[src/rtl/fir_tap_sched_if.sv]
// rtl/fir_tap_sched_if.sv - control, coefficient-load handshake and SRAM/MAC strobes of fir_tap_sched
interface fir_tap_sched_if #(
    parameter int COEF_W = 16
);
    logic              iEnable;
    logic              iCoeffUpdateFlag;
    logic              iCoeffValid;
    logic [COEF_W-1:0] iCoeffData;
    logic              oCoeffReady;
    logic              oUpdateDone;
    logic              oCsnRam;
    logic              oWrnRam;
    logic [1:0]        oRamSel;
    logic [3:0]        oAddrRam;
    logic [COEF_W-1:0] oWtDtRam;
    logic              oEnSample600k;
    logic              oAccClr;
    logic              oEnMul;
    logic              oEnAdd;
    logic              oEnSum;
    logic              oFirOutValid;

    modport master (
        output iEnable, iCoeffUpdateFlag, iCoeffValid, iCoeffData,
        input  oCoeffReady, oUpdateDone, oCsnRam, oWrnRam, oRamSel, oAddrRam, oWtDtRam,
        input  oEnSample600k, oAccClr, oEnMul, oEnAdd, oEnSum, oFirOutValid
    );

    modport slave (
        input  iEnable, iCoeffUpdateFlag, iCoeffValid, iCoeffData,
        output oCoeffReady, oUpdateDone, oCsnRam, oWrnRam, oRamSel, oAddrRam, oWtDtRam,
        output oEnSample600k, oAccClr, oEnMul, oEnAdd, oEnSum, oFirOutValid
    );
endinterface

[src/rtl/fir_tap_sched.sv]
// rtl/fir_tap_sched.sv - per-sample SRAM read / MAC phase scheduler with coefficient bank loader
module fir_tap_sched #(
    parameter int DIV    = 20,
    parameter int TAPS   = 10,
    parameter int BANKS  = 4,
    parameter int COEF_W = 16
) (
    input  logic           iClk12M,
    input  logic           iRst,
    fir_tap_sched_if.slave bus
);
    localparam int NCOEF = TAPS * BANKS;
    localparam int PH_W  = $clog2(DIV);
    localparam int IDX_W = $clog2(NCOEF + 1);

    localparam logic [PH_W-1:0]  PH_LAST  = PH_W'(DIV - 1);
    localparam logic [PH_W-1:0]  PH_TAPS  = PH_W'(TAPS);
    localparam logic [PH_W-1:0]  PH_ADDE  = PH_W'(TAPS + 1);
    localparam logic [PH_W-1:0]  PH_SUM   = PH_W'(TAPS + 2);
    localparam logic [PH_W-1:0]  PH_OUT   = PH_W'(TAPS + 3);
    localparam logic [IDX_W-1:0] IDX_TAPS = IDX_W'(TAPS);
    localparam logic [IDX_W-1:0] IDX_LAST = IDX_W'(NCOEF - 1);
    localparam logic [IDX_W-1:0] IDX_END  = IDX_W'(NCOEF);

    typedef enum logic [1:0] {
        S_IDLE   = 2'd0,
        S_UPDATE = 2'd1,
        S_RUN    = 2'd2
    } state_t;

    state_t            r_state, w_state_nxt;
    logic [PH_W-1:0]   r_phase, w_phase_nxt;
    logic [IDX_W-1:0]  r_idx, w_idx_nxt;
    logic              w_accept;

    logic              w_csn, w_wrn, w_ready, w_done;
    logic              w_sample, w_clr, w_mul, w_add, w_sum, w_fout;
    logic [1:0]        w_sel;
    logic [3:0]        w_addr;
    logic [COEF_W-1:0] w_wdata;

    always_ff @(posedge iClk12M) begin
        if (iRst) begin
            r_state <= S_IDLE;
            r_phase <= '0;
            r_idx   <= '0;
        end else begin
            r_state <= w_state_nxt;
            r_phase <= w_phase_nxt;
            r_idx   <= w_idx_nxt;
        end
    end

    // Outputs are decoded from the next state/phase so that the registered strobes line up with the phase counter.
    always_comb begin
        w_state_nxt = r_state;
        w_phase_nxt = '0;
        w_idx_nxt   = '0;
        w_accept    = 1'b0;
        w_csn       = 1'b1;
        w_wrn       = 1'b1;
        w_sel       = 2'd0;
        w_addr      = 4'd0;
        w_wdata     = '0;
        w_done      = 1'b0;
        w_sample    = 1'b0;
        w_clr       = 1'b0;
        w_mul       = 1'b0;
        w_add       = 1'b0;
        w_sum       = 1'b0;
        w_fout      = 1'b0;

        case (r_state)
            S_IDLE: begin
                if (bus.iCoeffUpdateFlag) begin
                    w_state_nxt = S_UPDATE;
                end else if (bus.iEnable) begin
                    w_state_nxt = S_RUN;
                end
            end
            S_UPDATE: begin
                w_idx_nxt = r_idx;
                w_accept  = bus.iCoeffValid && bus.oCoeffReady;
                if (w_accept) begin
                    w_idx_nxt = r_idx + IDX_W'(1);
                    w_csn     = 1'b0;
                    w_wrn     = 1'b0;
                    w_sel     = 2'(r_idx / IDX_TAPS);
                    w_addr    = 4'(r_idx % IDX_TAPS);
                    w_wdata   = bus.iCoeffData;
                    w_done    = (r_idx == IDX_LAST);
                end
                if (!bus.iCoeffUpdateFlag) begin
                    w_state_nxt = S_IDLE;
                    w_idx_nxt   = '0;
                end
            end
            S_RUN: begin
                // Mode changes wait for the sample boundary so a started schedule always completes.
                if (r_phase == PH_LAST) begin
                    if (bus.iCoeffUpdateFlag) begin
                        w_state_nxt = S_UPDATE;
                    end else if (!bus.iEnable) begin
                        w_state_nxt = S_IDLE;
                    end
                end else begin
                    w_phase_nxt = r_phase + PH_W'(1);
                end
            end
            default: w_state_nxt = S_IDLE;
        endcase

        if (w_state_nxt == S_RUN) begin
            if (w_phase_nxt < PH_TAPS) begin
                w_csn  = 1'b0;
                w_addr = 4'(w_phase_nxt);
            end
            w_clr    = (w_phase_nxt == '0);
            w_mul    = (w_phase_nxt >= PH_W'(1)) && (w_phase_nxt <= PH_TAPS);
            w_add    = (w_phase_nxt >= PH_W'(2)) && (w_phase_nxt <= PH_ADDE);
            w_sum    = (w_phase_nxt == PH_SUM);
            w_fout   = (w_phase_nxt == PH_OUT);
            w_sample = (w_phase_nxt == PH_LAST);
        end

        w_ready = (w_state_nxt == S_UPDATE) && (w_idx_nxt < IDX_END);
    end

    always_ff @(posedge iClk12M) begin
        if (iRst) begin
            bus.oCsnRam       <= 1'b1;
            bus.oWrnRam       <= 1'b1;
            bus.oRamSel       <= 2'd0;
            bus.oAddrRam      <= 4'd0;
            bus.oWtDtRam      <= '0;
            bus.oCoeffReady   <= 1'b0;
            bus.oUpdateDone   <= 1'b0;
            bus.oEnSample600k <= 1'b0;
            bus.oAccClr       <= 1'b0;
            bus.oEnMul        <= 1'b0;
            bus.oEnAdd        <= 1'b0;
            bus.oEnSum        <= 1'b0;
            bus.oFirOutValid  <= 1'b0;
        end else begin
            bus.oCsnRam       <= w_csn;
            bus.oWrnRam       <= w_wrn;
            bus.oRamSel       <= w_sel;
            bus.oAddrRam      <= w_addr;
            bus.oWtDtRam      <= w_wdata;
            bus.oCoeffReady   <= w_ready;
            bus.oUpdateDone   <= w_done;
            bus.oEnSample600k <= w_sample;
            bus.oAccClr       <= w_clr;
            bus.oEnMul        <= w_mul;
            bus.oEnAdd        <= w_add;
            bus.oEnSum        <= w_sum;
            bus.oFirOutValid  <= w_fout;
        end
    end
endmodule

[src/flat_wrapper.sv]
// flat-port wrapper written by rule: the top's interface ports become plain ports
module fir_tap_sched_flat 
#(
    parameter int DIV    = 20,
    parameter int TAPS   = 10,
    parameter int BANKS  = 4,
    parameter int COEF_W = 16
)
  (iClk12M, iRst, bus_iEnable, bus_iCoeffUpdateFlag, bus_iCoeffValid, bus_iCoeffData, bus_oCoeffReady, bus_oUpdateDone, bus_oCsnRam, bus_oWrnRam, bus_oRamSel, bus_oAddrRam, bus_oWtDtRam, bus_oEnSample600k, bus_oAccClr, bus_oEnMul, bus_oEnAdd, bus_oEnSum, bus_oFirOutValid);
  fir_tap_sched_if #(.COEF_W(COEF_W)) bus_i ();
  input  logic iClk12M;
  input  logic iRst;
  input wire logic [$bits(bus_i.iEnable)-1:0] bus_iEnable;
  input wire logic [$bits(bus_i.iCoeffUpdateFlag)-1:0] bus_iCoeffUpdateFlag;
  input wire logic [$bits(bus_i.iCoeffValid)-1:0] bus_iCoeffValid;
  input wire logic [$bits(bus_i.iCoeffData)-1:0] bus_iCoeffData;
  output wire logic [$bits(bus_i.oCoeffReady)-1:0] bus_oCoeffReady;
  output wire logic [$bits(bus_i.oUpdateDone)-1:0] bus_oUpdateDone;
  output wire logic [$bits(bus_i.oCsnRam)-1:0] bus_oCsnRam;
  output wire logic [$bits(bus_i.oWrnRam)-1:0] bus_oWrnRam;
  output wire logic [$bits(bus_i.oRamSel)-1:0] bus_oRamSel;
  output wire logic [$bits(bus_i.oAddrRam)-1:0] bus_oAddrRam;
  output wire logic [$bits(bus_i.oWtDtRam)-1:0] bus_oWtDtRam;
  output wire logic [$bits(bus_i.oEnSample600k)-1:0] bus_oEnSample600k;
  output wire logic [$bits(bus_i.oAccClr)-1:0] bus_oAccClr;
  output wire logic [$bits(bus_i.oEnMul)-1:0] bus_oEnMul;
  output wire logic [$bits(bus_i.oEnAdd)-1:0] bus_oEnAdd;
  output wire logic [$bits(bus_i.oEnSum)-1:0] bus_oEnSum;
  output wire logic [$bits(bus_i.oFirOutValid)-1:0] bus_oFirOutValid;
  assign bus_i.iEnable = bus_iEnable;
  assign bus_i.iCoeffUpdateFlag = bus_iCoeffUpdateFlag;
  assign bus_i.iCoeffValid = bus_iCoeffValid;
  assign bus_i.iCoeffData = bus_iCoeffData;
  assign bus_oCoeffReady = bus_i.oCoeffReady;
  assign bus_oUpdateDone = bus_i.oUpdateDone;
  assign bus_oCsnRam = bus_i.oCsnRam;
  assign bus_oWrnRam = bus_i.oWrnRam;
  assign bus_oRamSel = bus_i.oRamSel;
  assign bus_oAddrRam = bus_i.oAddrRam;
  assign bus_oWtDtRam = bus_i.oWtDtRam;
  assign bus_oEnSample600k = bus_i.oEnSample600k;
  assign bus_oAccClr = bus_i.oAccClr;
  assign bus_oEnMul = bus_i.oEnMul;
  assign bus_oEnAdd = bus_i.oEnAdd;
  assign bus_oEnSum = bus_i.oEnSum;
  assign bus_oFirOutValid = bus_i.oFirOutValid;
  fir_tap_sched #(.DIV(DIV), .TAPS(TAPS), .BANKS(BANKS), .COEF_W(COEF_W)) u_core (.iClk12M(iClk12M), .iRst(iRst), .bus(bus_i));
endmodule
[config.mk]
export PLATFORM = sky130hd
export DESIGN_NAME = fir_tap_sched_flat
export DESIGN_NICKNAME = d
export VERILOG_FILES = /design/src/rtl/fir_tap_sched_if.sv /design/src/rtl/fir_tap_sched.sv /design/src/flat_wrapper.sv
export SDC_FILE = /design/constraint.sdc
export NUM_CORES = 1
export LEC_CHECK = 0
export ABC_AREA = 1
export CAP_MARGIN = 20
export CORE_MARGIN = 3
export CORE_UTILIZATION = 30
export DETAILED_ROUTE_END_ITERATION = 8
export GPL_TIMING_DRIVEN = 1
export SYNTH_ARGS = -nofsm -noshare
export SYNTH_HDL_FRONTEND = slang
export SYNTH_SLANG_ARGS = --single-unit
[constraint.sdc]
create_clock -name iClk12M -period 1.58 [get_ports iClk12M]
set_input_delay 0.474 -clock iClk12M [delete_from_list [all_inputs] [get_ports iClk12M]]
set_output_delay 0.474 -clock iClk12M [all_outputs]
set_load 0.02 [all_outputs]
### Word-level counts from Yosys, hierarchy flattened

Cells that the tools add are included.
Widths: inputs -> output; s select.

* add/subtract/negate cells: 2
* multipliers: 0
* div/mod/pow operators: 2
* magnitude comparators: 6
* equal/unequal tests: 9
* shifts and indexed selects: 0
* muxes and demuxes: 20
* bitwise gates (word level): 3
* reductions and logical operators: 8

Operators with widths (number)
* $mux 6: 3
* $mux 4: 4
* $mux 2: 6
* $eq 5x4->1 const B: 2
* $eq 5x5->1 const B: 2
* $le 5x4->1 const B: 2
* $mux 5: 2
* $add 6x1->6 const B: 1
* $div 6x4->6 const B: 1
* $eq 6x6->1 const B: 1
* $lt 6x6->1 const B: 1
* $mod 6x4->6 const B: 1
* $pmux 2 s3: 1
* $add 5x1->5 const B: 1
* $ge 5x1->1 const B: 1
* $ge 5x2->1 const B: 1
* $logic_not 5->1: 1
* $lt 5x4->1 const B: 1
* $eq 2x1->1 const B: 2
* $eq 2x2->1 const B: 2
* $logic_and 1x1->1: 4
* $mux 1: 4
* $not 1->1: 3
* $reduce_or 3->1: 1
* other kinds (2): 2

* register bits after elaboration: 45
* latch bits: 0
* RAM bits: 0
* memory bits (read-only): 0
* output and inout bits: 32
* logic and storage cells: 66
* memories kept: 0

### Depth between registers and ports, before layout

* depth after elaboration: 7
* gate-level depth with buffers: 13

### Worst setup path before layout

OpenSTA, ideal clock, no wires.

* kind: register to register
* from: register u_core.bus.oCoeffReady
* to: register u_core.bus.oCoeffReady
* setup time: 0.122 ns
* data arrival time: 1.336 ns
* data required time: 1.458 ns
* slack: 0.123 ns
* stages on the path, launching flop included: 9
* buffers on the path: 0
* period minus slack after synthesis: 1.457 ns
* cell sequence: dfxtp_1 -> nand2_1 -> inv_2 -> nand3_1 -> nor2_1 -> xor2_1 -> nand2_1 -> a21oi_1 -> nor2_1

* longest elaborated chain between the ends: 6

Ends and longest elaborated chain
* start: declaration: RTL line fir_tap_sched_if.sv:31 `output oCoeffReady, oUpdateDone, oCsnRam, oWrnRam, oRamSel, oAddrRam, oWtDtRam,`
* start signal: assignment: RTL line fir_tap_sched.sv:150 `bus.oCoeffReady <= w_ready;`
* $logic_and 1x1->1: RTL line fir_tap_sched.sv:83 `w_accept = bus.iCoeffValid && bus.oCoeffReady;`
* $mux 6: RTL line fir_tap_sched.sv:84 `if (w_accept) begin`
* $mux 6: RTL line fir_tap_sched.sv:93 `if (!bus.iCoeffUpdateFlag) begin`
* $mux 6: RTL line fir_tap_sched.sv:73 `case (r_state)`
* $lt 6x6->1: RTL line fir_tap_sched.sv:126 `w_ready = (w_state_nxt == S_UPDATE) && (w_idx_nxt < IDX_END);`
* $logic_and 1x1->1: RTL line fir_tap_sched.sv:126

No other way between the ends.
A chain may end at the register's enable or synchronous reset.

### Worst setup path in the final report

* from: register u_core.bus.oCoeffReady
* to: output bus_oCoeffReady

RTL lines
* end: declaration: RTL line flat_wrapper.sv:17 `output wire logic [$bits(bus_i.oCoeffReady)-1:0] bus_oCoeffReady;`

No word-level cell between the ends.

==> results.yml <==
synth:
  synth_nets: 253
  yosys.cell_types.count: 26
  synth_largest_type_area_fraction_pct: 50.5
  synth_flop_cell: "dfxtp_1"
  netlist_instances: 228
  synth-warning-count: 0
  synth.ff_latch_count: 45
  ys_async_sr_fraction_pct: 0
  synth_enable_flop_cells: 0
  synth.cell_area_sq_um: 1780
  sequential_area_share_after_synthesis_pct: 50.5
  netlist_top_cells_area: "dfxtp_1 50%, nand2_1 7.4%, nor2_1 6.9%, inv_1 6.3%, nand3_1 5.9%"
  avgSynthCellArea_sq_um: 7.83
  yosys.area.top_type: "dfxtp_1"
floorplanning:
  core_region_area_sq_um: 5640
  die_area_sq_um: 6910
  fp.dieH_um: 83.1
  io-pin-count: 53
  start_util_pct: 31.6
  placement_rows: 27
  die_w_um: 83.1
clock_network:
  root_buffer: "clkbuf_8"
  clk_pin_slew_ps: 90
  clock_sink_count: 45
  cts_hold_repair.buffers: 0
  clock_insertion_delay_worst_skew_ps: 300
  clk_path_buf_depth: 2
  tritoncts_clock_tree: "built"
  cts-htree-levels: 2
  tritoncts_buffer_count: 5
critical_path:
  crit_path_largest_cell_delay_ps: 350
  timing.setup.critical_path_class: "reg2out"
  critical_path_startpoint_category: "register"
  r2r_setup_slack_ps: 120
  critPathArrivalTime_ps: 990
  critPathBufInv: 1
  crit_slowest_cell: "dfxtp_1"
  timing.critical_path.cells: "dlygate4sd2_1"
  critical_path_peak_fanout: 2
  cp_delay_by_family_top: "flip-flops"
  required_ps: 1110
  worstSetupEndpointType: "output pin"
final_layout:
  postLayoutCellArea_sq_um: 2730
  drive_above_1_share_pct: 27.3
  most-common-layout-cells: "40 x dfxtp_1, 32 x dlygate4sd2_1, 30 x inv_1, 30 x nor2_1, 29 x nand2_1"
  most_common_cell_after_layout_fill_and_taps_aside: "dfxtp_1"
  insertedDiodeCount: 0
  flow.area_growth_from_synthesis_pct: 52.8
  num-fill-cells: 579
  final_nets: 332
route:
  first_pass_iters: 4
  post_drt_via_cell_ratio: 4.22
  route.detailed.drc: 0
  wl_per_cell_um: 10.3
  drt_first_iter_violations: 46
  drt.antenna.violating_nets: 0
  route.final.wire_length_um: 3900
  vias: 1604
global_route:
  number_of_antenna_violations_at_the_first_check_in_global_routing: 0
  pin_count_of_the_biggest_net_entering_global_routing: 20
  wire_length_of_the_first_global_routing_pass_um: 6670
  grt_overflow_total: 0
  first_global_vias: 1482
  groute.usage.overall_pct: 11.7
power:
  vdd_ir_drop_max_v: 0.000335
  p_leak_nw: 1.34
  power.combinational.fraction_pct: 8.4
  power-per-cell-area_nw_per_um2: 757
  total_power_mw: 2.06
  intPower_mw: 1.56
  power.share.switching_pct: 24.3
  power_frac_seq_pct: 55.8
  clock_power_share_pct: 35.7
  power_switching_mw: 0.503
placed_design:
  final_weighted_congestion_in_routability_driven_placement: 0.838
  place_area_sq_um: 2540
  dpl.hpwl_um: 2950
  place.port_buffers: 52
sta:
  finalSetupViolCount: 0
  fin_worst_skew_ps: 6.09
  fin_crit_sh_pct: 92.8
  finalWorstPathRequiredPeriod_ps: 1470
  max_slew.worst_pin.slew_ps: 331
  timing.max_slew.rel_slack_pct: 77.9
  fmax_mhz: 682
  max_slew_violation_count: 0
  report.final.hold_viol_count: 0
job:
  cap_violations: 0
outcome:
  outcome: "complete, no violations"
min_path:
  min-delay-path-class: "reg2reg"
==> synth_stat cells (3+ instances only) <==
cell type and n:
a31oi_1 3, nand2_2 5, dfxtp_1 45, inv_2 11, o21ai_1 4, nand2_1 35
xor2_1 3, nand3_1 21, a21oi_1 4, nor2_2 5, nor2_1 33, nand4_1 3
ha_1 4, nor3_1 9, inv_1 30
==> registers in the layout, indices dropped and copies added (netlist names), 2 cells and up <==
register	flops
u_core.bus.oWtDtRam	16
u_core.bus.oRamSel	2
u_core.r_idx	6
u_core.bus.oAddrRam	4
u_core.r_state	2
u_core.r_phase	5
==> per-layer routing <==
| metal | global-route usage [%] | wire length, um | up-vias |
|---|---|---|---|
| li1 | - | - | 867 |
| met3 | 4.17 | 233 | 7 |
| met5 | 0 | 0 | - |
| met4 | 5.05 | 73 | 0 |
| met1 | 14.9 | 1850 | 686 |
| met2 | 17.9 | 1740 | 44 |
==> worst paths after layout <==
path / startpoint / endpoint / cells after the start
worst min-delay path: u_core.r_idx[0] / u_core.r_idx[0] / 2
worst min register to register: u_core.r_idx[0] / u_core.r_idx[0] / 2
worst max register to register: u_core.r_phase[0] / u_core.bus.oEnMul / 8
worst max-delay path: u_core.bus.oCoeffReady / bus_oCoeffReady / 1
==> cell type report <==
cell class | instances | area (sq um) | share of cell area (%)
flip-flops and latches | 45 | 907 | 33.3
repair buffers | 75 | 668 | 24.5
inverters | 41 | 154 | 5.64
well taps | 72 | 90.1 | 3.30
clock buffers | 5 | 68.8 | 2.52
multi-input cells | 139 | 813 | 29.8
clock inverters | 3 | 25.0 | 0.918
==> metrics by stage <==
| stage | setup WS, ps | hold WS [ps] | util, % | cells | TNS, ps |
|---|---|---|---|---|---|
| after floorplan | 123 | 455 | - | 228 | 0 |
| after global placement | -316 | 479 | 45.0 | 369 | -4530 |
| after detailed placement | -325 | 480 | 45.0 | 369 | -4800 |
| after CTS | -19.7 | 492 | 46.0 | 377 | -19.7 |
| after global routing | -13.1 | 535 | 48.3 | 380 | -16.7 |
| final | 115 | 491 | 48.3 | 380 | 0 |
==> power groups by stage <==
stage / Combinational (mW) / Sequential (mW) / Clock [mW]
after floorplan: 0.0518 / 1.19 / 0
after global placement: 0.165 / 1.18 / 0
after detailed placement: 0.165 / 1.18 / 0
after CTS: 0.161 / 1.15 / 0.781
after global routing: 0.191 / 1.16 / 0.827
final: 0.174 / 1.15 / 0.738
==> kinds of logic (layout without fill, tap and decap cells) <==
kind of cell    after synthesis  count (layout)  share of synthesized area [%]
compound gates               13              13                           4.07
buf+inv                      44             124                           9.68
flops                        45              45                           50.5
fa+ha+maj                     4               4                           2.81
simple gates                118             118                           31.0
xor+xnor                      4               4                           1.96
==> what timing repair did <==
action	CTS	global route
resized for setup	33	30
setup buffers	0	3
pin swaps	1	7
setup endpoints to repair	34	13
hold endpoints to repair	0	0
(Power assumes the default switching activity.)
